[src/rtl/uart_tx_if.sv]
// uart_tx host-side bundle: byte write strobe in, serial line and status out.
interface uart_tx_if;
  logic       write;
  logic [7:0] data;
  logic       tx;
  logic       txrdy;
  logic       txbusy;

  modport master (
    output write, data,
    input  tx, txrdy, txbusy
  );

  modport slave (
    input  write, data,
    output tx, txrdy, txbusy
  );
endinterface

[src/rtl/uart_tx.sv]
// 16x-oversampled UART transmitter: 8 data bits, parity, one stop bit,
// single-entry holding register so frames can run back-to-back.
module uart_tx #(
  parameter int unsigned PARITY_MODE = 1
) (
  input  logic      mclkx16,
  input  logic      reset,
  uart_tx_if.slave  bus
);

  typedef enum logic [2:0] {
    IDLE,
    START,
    DATA,
    PARITY,
    STOP
  } state_t;

  state_t     state, state_n;
  logic [3:0] cnt, cnt_n;
  logic [2:0] idx, idx_n;
  logic [7:0] sh, sh_n;
  logic [7:0] thr, thr_n;
  logic       par, par_n;
  logic       write2;
  logic       rdy, rdy_n;
  logic       busy, busy_n;
  logic       txq, tx_n;
  logic       rise;
  logic       tc;
  logic       xfer;

  assign rise = bus.write && !write2;
  assign tc   = (cnt == 4'd15);
  // THR is full exactly when txrdy is low
  assign xfer = !rdy &&
    (state == IDLE || (state == STOP && tc));

  always_comb begin
    state_n = state;
    cnt_n   = cnt + 4'd1;
    idx_n   = idx;
    sh_n    = sh;
    thr_n   = thr;
    par_n   = par;
    rdy_n   = rdy;
    busy_n  = busy;
    tx_n    = 1'b1;

    if (rise && rdy) begin
      thr_n = bus.data;
      rdy_n = 1'b0;
    end

    unique case (state)
      IDLE: cnt_n = 4'd0;
      START: if (tc) state_n = DATA;
      DATA: begin
        if (tc) begin
          sh_n  = sh >> 1;
          idx_n = idx + 3'd1;
          if (idx == 3'd7) state_n = PARITY;
        end
      end
      PARITY: if (tc) state_n = STOP;
      STOP: begin
        if (tc) begin
          state_n = IDLE;
          busy_n  = 1'b0;
        end
      end
      default: state_n = IDLE;
    endcase

    if (xfer) begin
      sh_n    = thr;
      par_n   = (PARITY_MODE != 0) ? ~^thr : ^thr;
      rdy_n   = 1'b1;
      busy_n  = 1'b1;
      cnt_n   = 4'd0;
      idx_n   = 3'd0;
      state_n = START;
    end

    // line level follows the state being entered
    unique case (state_n)
      START:   tx_n = 1'b0;
      DATA:    tx_n = sh_n[0];
      PARITY:  tx_n = par_n;
      default: tx_n = 1'b1;
    endcase
  end

  always_ff @(posedge mclkx16 or posedge reset) begin
    if (reset) begin
      state  <= IDLE;
      cnt    <= 4'd0;
      idx    <= 3'd0;
      sh     <= 8'd0;
      thr    <= 8'd0;
      par    <= 1'b0;
      write2 <= 1'b1;
      rdy    <= 1'b1;
      busy   <= 1'b0;
      txq    <= 1'b1;
    end else begin
      state  <= state_n;
      cnt    <= cnt_n;
      idx    <= idx_n;
      sh     <= sh_n;
      thr    <= thr_n;
      par    <= par_n;
      write2 <= bus.write;
      rdy    <= rdy_n;
      busy   <= busy_n;
      txq    <= tx_n;
    end
  end

  assign bus.tx     = txq;
  assign bus.txrdy  = rdy;
  assign bus.txbusy = busy;

endmodule

[src/flat_wrapper.sv]
// flat-port wrapper written by rule: the top's interface ports become plain ports
module uart_tx_flat 
#(
  parameter int unsigned PARITY_MODE = 1
)
  (mclkx16, reset, bus_write, bus_data, bus_tx, bus_txrdy, bus_txbusy);
  uart_tx_if bus_i ();
  input  logic mclkx16;
  input  logic reset;
  input wire logic [$bits(bus_i.write)-1:0] bus_write;
  input wire logic [$bits(bus_i.data)-1:0] bus_data;
  output wire logic [$bits(bus_i.tx)-1:0] bus_tx;
  output wire logic [$bits(bus_i.txrdy)-1:0] bus_txrdy;
  output wire logic [$bits(bus_i.txbusy)-1:0] bus_txbusy;
  assign bus_i.write = bus_write;
  assign bus_i.data = bus_data;
  assign bus_tx = bus_i.tx;
  assign bus_txrdy = bus_i.txrdy;
  assign bus_txbusy = bus_i.txbusy;
  uart_tx #(.PARITY_MODE(PARITY_MODE)) u_core (.mclkx16(mclkx16), .reset(reset), .bus(bus_i));
endmodule
[config.mk]
export PLATFORM = sky130hd
export DESIGN_NAME = uart_tx_flat
export DESIGN_NICKNAME = d
export VERILOG_FILES = /design/src/rtl/uart_tx_if.sv /design/src/rtl/uart_tx.sv /design/src/flat_wrapper.sv
export SDC_FILE = /design/constraint.sdc
export NUM_CORES = 1
export LEC_CHECK = 0
export BUFFER_PORTS_ARGS = -buffer_cell sky130_fd_sc_hd__buf_2
export CELL_PAD_IN_SITES_DETAIL_PLACEMENT = 1
export CELL_PAD_IN_SITES_GLOBAL_PLACEMENT = 1
export CORE_UTILIZATION = 39
export DETAILED_ROUTE_END_ITERATION = 10
export PLACE_DENSITY = 0.74
export REMOVE_ABC_BUFFERS = 1
export SLEW_MARGIN = 0
export SYNTH_ARGS = -nofsm -noshare
export SYNTH_HDL_FRONTEND = slang
export SYNTH_SLANG_ARGS = --single-unit
[constraint.sdc]
create_clock -name mclkx16 -period 1.9 [get_ports mclkx16]
set_input_delay 0.095 -clock mclkx16 [delete_from_list [all_inputs] [get_ports mclkx16]]
set_output_delay 0.095 -clock mclkx16 [all_outputs]
set_load 0.05 [all_outputs]
After elaboration in Yosys (flattened, before gate mapping). Index checks and enable logic that the tools add are counted.

Bits of input ports: 11. Output and inout port bits: 3. Logic and storage cells: 59. Bits in registers: 31.

Multiplexer cells: 22. Eq/ne operators: 9. Reductions and logical operators: 15. Add/sub/neg operators: 2.

Operators with widths (count): $mux W3 (9); $mux W8 (3); $pmux W3 S5 (1); $eq A3 B2 Y1 const B (4); $mux W4 (2); $reduce_bool A2 Y1 (4); $reduce_xnor A8 Y1 (1); $eq A3 B1 Y1 const B (2); $eq A3 B3 Y1 const B (2); $mux W1 (6); $add A4 B1 Y4 const B (1); $eq A4 B4 Y1 const B (1); $logic_and A1 B1 Y1 (4); $reduce_and A2 Y1 (2); $add A3 B1 Y3 const B (1); $logic_not A3 Y1 (1); $pmux W1 S3 (1); $logic_not A1 Y1 (2); $logic_or A1 B1 Y1 (1).

Depth between registers and ports, before layout.
Word-level depth: 7. Depth in mapped cells: 6. Gate-level depth less buffers: 5.

Least setup slack after synthesis. No wires, ideal clock.

Path type: register to register. Start: register u_core.rdy, in the netlist u_core.bus.txrdy. End: register u_core.txq, in the netlist u_core.bus.tx. Library setup time: 0.095 ns. Stages on the path, launching flop included: 7. Period minus slack after synthesis: 1.729 ns. Data required time: 1.805 ns. Data arrival time: 1.634 ns. Path buffers: 2. Slack: 0.171 ns. Path through: dfstp_2 -> clkbuf_2 -> nor3_4 -> a21boi_4 -> buf_6 -> o31ai_1 -> a22oi_1.

Word-level cells in the longest chain between the ends: 5. Elaborated cells between the ends (all ways): 9. Classes of those cells: eq/ne: 3; mux: 4; reduce/logical: 2.

RTL lines: start: declaration (line uart_tx.sv:26) `logic rdy, rdy_n;`; start signal: assignment (line uart_tx.sv:114) `rdy <= rdy_n;`; $logic_not A1 Y1 * (line uart_tx.sv:36) `assign xfer = !rdy &&`; $logic_and A1 B1 Y1 * (line uart_tx.sv:36); $mux W3 (line uart_tx.sv:75) `if (xfer) begin`; $eq A3 B2 Y1 / $eq A3 B1 Y1 (equally long branches) (line uart_tx.sv:86) `unique case (state_n)`; $pmux W1 S3 * (line uart_tx.sv:86); via u_core.tx_n (line uart_tx.sv:28) `logic txq, tx_n;`; end signal: assignment (line uart_tx.sv:116) `txq <= tx_n;`; end: declaration (line uart_tx.sv:28).

The timed path passes the listed nets; every way through them passes the cells marked *. A chain may end at the register's enable or synchronous reset.

Worst setup path after layout.
Start: register u_core.cnt[0]. End: register u_core.txq, in the netlist u_core.bus.tx.

Word-level cells in the longest chain between the ends: 7. Elaborated cells between the ends (all ways): 18. Classes of those cells: eq/ne: 4; mux: 11; reduce/logical: 3.

RTL lines: start: declaration (line uart_tx.sv:20) `logic [3:0] cnt, cnt_n;`; start signal: assignment (line uart_tx.sv:108) `cnt <= cnt_n;`; $eq A4 B4 Y1 * (line uart_tx.sv:34) `assign tc = (cnt == 4'd15);`; parallel branches: the longest is 3 deep, another holds $pmux W3 S5; $mux W3 * (line uart_tx.sv:75); via u_core.state_n[1] (line uart_tx.sv:19) `state_t state, state_n;`; $eq A3 B2 Y1 / $eq A3 B1 Y1 (equally long branches) (line uart_tx.sv:86); $pmux W1 S3 * (line uart_tx.sv:86); via u_core.tx_n (line uart_tx.sv:28).

Mark *: on every way through the listed nets, which the timed path passes. The select of a mux whose other input is x is not followed.

==> impl_metrics.env <==
export IMPL_swShare=0.270
export IMPL_die_area_sq_um=4070
export IMPL_cp_start_kind="flip-flop"
export IMPL_drive_gt1_frac=0.278
export IMPL_core_area_sq_um=3660
export IMPL_rows=22
export IMPL_synth_simple_area_share=0.115
export IMPL_path_class="flip-flop to flip-flop"
export IMPL_grt_max_degree=32
export IMPL_totalWireLength_um=2870
export IMPL_crit_required_ns=2.09
export IMPL_drtPass1Iterations=4
export IMPL_status="finished, final reports clean"
export IMPL_dp_hpwl_um=2080
export IMPL_postSynthCellCount=123
export IMPL_setup_viol=0
export IMPL_synth_top_family_by_area="compound AO/OA/AOI/OAI gates"
export IMPL_critical_path_top_delay_family="flip-flops"
export IMPL_rsz0062_at_grt="no"
export IMPL_wl_per_cell_um=14.9
export IMPL_end_kind="flip-flop"
export IMPL_p_int_w=0.00129
export IMPL_grt_pass1_wl_um=4950
export IMPL_hold_class="primary input to flip-flop"
export IMPL_synth_cell_types=41
export IMPL_vias=969
export IMPL_fin_worst_skew_ns=0.00726
export IMPL_m1WireLength_um=1300
export IMPL_synth_main_ff_cell="dfrtp_1"
export IMPL_clk_pin_slew_ns=0.07
export IMPL_drt_iter0_drc=21
export IMPL_ant_nets=0
export IMPL_grt_overflow=0
export IMPL_finalWorstSetupSlack_ns=0.203
export IMPL_drc=0
export IMPL_path_cells="ha_1, and4_1, mux2i_1, a21boi_0, a22oi_1"
export IMPL_maxCapViolCount=0
export IMPL_ios=14
export IMPL_regToRegSetupSlack_ns=0.20
export IMPL_synth_fa_ha_area_frac=0.0252
export IMPL_final_cell_mix="dfrtp_1 (28), buf_2 (13), nor2_1 (9), mux2_2 (9), xnor2_1 (9)"
export IMPL_vias_per_cell=5.05
export IMPL_dp_slack_ns=0.210
export IMPL_tns_ns=0
export IMPL_route_met3_wl_um=69
export IMPL_slew_viol_final=0
export IMPL_arrival_ns=1.89
export IMPL_port_buffers=13
export IMPL_fin_crit_sh=0.893
export IMPL_clockBufferDepth=2
export IMPL_ys_ff_latch=31
export IMPL_route_met2_wl_um=1460
export IMPL_clkPwrFrac=0.297
export IMPL_tightest_slew_ns=0.443
export IMPL_synth_xor_area_frac=0.0589
export IMPL_p_seq_frac=0.480
export IMPL_antenna_found_initial=0
export IMPL_h_tree_depth=2
export IMPL_power_leakage_nw=0.799
export IMPL_max_freq_ghz=0.589
export IMPL_cts_made_buffers=5
export IMPL_seq_area_sq_um=779
export IMPL_synth_edf_count=0
export IMPL_initial_utilization=0.406
export IMPL_die_y_um=63.8
export IMPL_comb_power_share=0.222
export IMPL_hold_viol=0
export IMPL_grt_total_usage=0.163
export IMPL_syn_cell_area_sq_um=1490
export IMPL_clk_insertion_delay_late_ns=0.28
export IMPL_root_buffer="clkbuf_8"
export IMPL_diodes=0
export IMPL_cts_sinks=31
export IMPL_final_common_cell="dfrtp_1"
export IMPL_cp_max_fo=4
export IMPL_power_switching_w=0.000477
export IMPL_gp_congestion=0.816
export IMPL_ir_drop_mv=0.708
export IMPL_powerDensity_nw_per_um2=1030
export IMPL_seq_area_frac_synth=0.524
export IMPL_synth_compound_area_frac=0.149
export IMPL_cts_tree="built"
export IMPL_cp_slowest_cell="dfrtp_1"
export IMPL_relSlewSlack=0.704
export IMPL_grt_pass1_vias=1044
export IMPL_ctsResizeCount=0
export IMPL_slowest_delay_ns=0.37
export IMPL_critPathBufInv=0
export IMPL_num_fill_cells=391
export IMPL_synthMuxAreaShare=0.0883
export IMPL_avgSynthCellArea_sq_um=12.1
export IMPL_yosysWarningCount=0
export IMPL_async_reset_ff_frac=1.00
export IMPL_multiInputGateArea_sq_um=649
export IMPL_period_needed_ns=1.70
export IMPL_die_w_um=63.8
export IMPL_layout_nets=157
export IMPL_highest_layer="met4"
export IMPL_areaGrowthSynthToFinish_pct=15.0
sequential cells by signal, indices dropped and copies added, names as in the netlist:
| register | flops |
|---|---|
| u_core.bus.txrdy | 1 |
| u_core.bus.tx | 1 |
| u_core.thr | 8 |
| u_core.state | 3 |
| u_core.idx | 3 |
| u_core.cnt | 4 |
| u_core.write2 | 1 |
| u_core.par | 1 |
| u_core.sh | 8 |
| u_core.bus.txbusy | 1 |
layout make-up:
class	instances	share of cell area
inverter	6	0.0132
sequential	31	0.456
tap	48	0.0351
timing repair buffer	18	0.0629
clock inverter	1	0.00293
clock buffer	7	0.0505
multi-input combinational	81	0.380
power groups by stage:
stage	Clock, W	Sequential, W	Combinational [W]
4_1_cts	0.000546	0.000849	0.000406
2_1_floorplan	0	0.000847	0.000331
5_1_grt	0.000578	0.000858	0.000430
3_5_place_dp	0	0.000861	0.000401
6_report	0.000525	0.000848	0.000393
3_3_place_gp	0	0.000856	0.000392
Yosys cell counts, drive strengths merged (2+ instances only):
library cell | number | area, sq um
nor2 | 9 | 33.8
o31ai | 2 | 15.0
nand2b | 2 | 12.5
xnor2 | 9 | 78.8
nor3 | 3 | 31.3
nand2 | 2 | 7.51
a21boi | 3 | 33.8
inv | 6 | 22.5
a21oi | 2 | 10.0
buf | 4 | 31.3
a22o | 5 | 43.8
o21a | 2 | 15.0
mux2i | 3 | 30.0
ha | 3 | 37.5
dfstp | 3 | 78.8
and2 | 2 | 12.5
o21ai | 3 | 15.0
a21o | 5 | 37.5
nand3 | 4 | 32.5
mux2 | 9 | 101
dfrtp | 28 | 701
final timing paths:
kind | startpoint | end | cells after the start
max | u_core.cnt[0]$_DFF_PP0_ | u_core.bus.tx$_DFF_PP1_ | 5
min | bus_data[1] | u_core.thr[1]$_DFFE_PP0P_ | 2
max reg2reg | u_core.cnt[0]$_DFF_PP0_ | u_core.bus.tx$_DFF_PP1_ | 5
min reg2reg | u_core.cnt[0]$_DFF_PP0_ | u_core.cnt[0]$_DFF_PP0_ | 1
max in group asynchronous | reset | u_core.bus.tx$_DFF_PP1_ | 4
min in group asynchronous | reset | u_core.sh[0]$_DFF_PP0_ | 4
layer usage:
layer | track usage | up-vias
li1 | - | 472
met1 | 0.200 | 483
met2 | 0.269 | 11
met3 | 0.0482 | 3
met4 | 0.0597 | 0
met5 | 0 | -
repair_timing:
item                                   4_1_cts  5_1_grt
hold buffers                                 2        0
endpoints found under the hold margin       29        0
buffers inserted                             0        0
through the flow:
stage               cells  hold WS, ns  total power, W  cell area [sq um]   util
floorplan             118       0.0995         0.00118               1450      -
global placement      182        0.190         0.00125               1600  0.437
detailed placement    182        0.196         0.00126               1600  0.437
CTS                   192       0.0334         0.00180               1710  0.467
global route          192       0.0381         0.00187               1710  0.467
finish                192       0.0444         0.00177               1710  0.467
cells by family (layout without fill, tap and decap cells):
family          count (synthesis)  count (layout)
mux                            12              12
xor+xnor                       10              10
fa+ha+maj                       3               3
compound gates                 28              28
simple gates                   28              28
flops                          31              31
buf+inv                        11              32
worst reg2reg max path: stages, from the launching register on:
cell and delay, ns:
dfrtp_1 0.37, ha_1 0.29, and4_1 0.29, mux2i_1 0.34, a21boi_0 0.21, a22oi_1 0.11
Power figures use the tool's default switching activity.
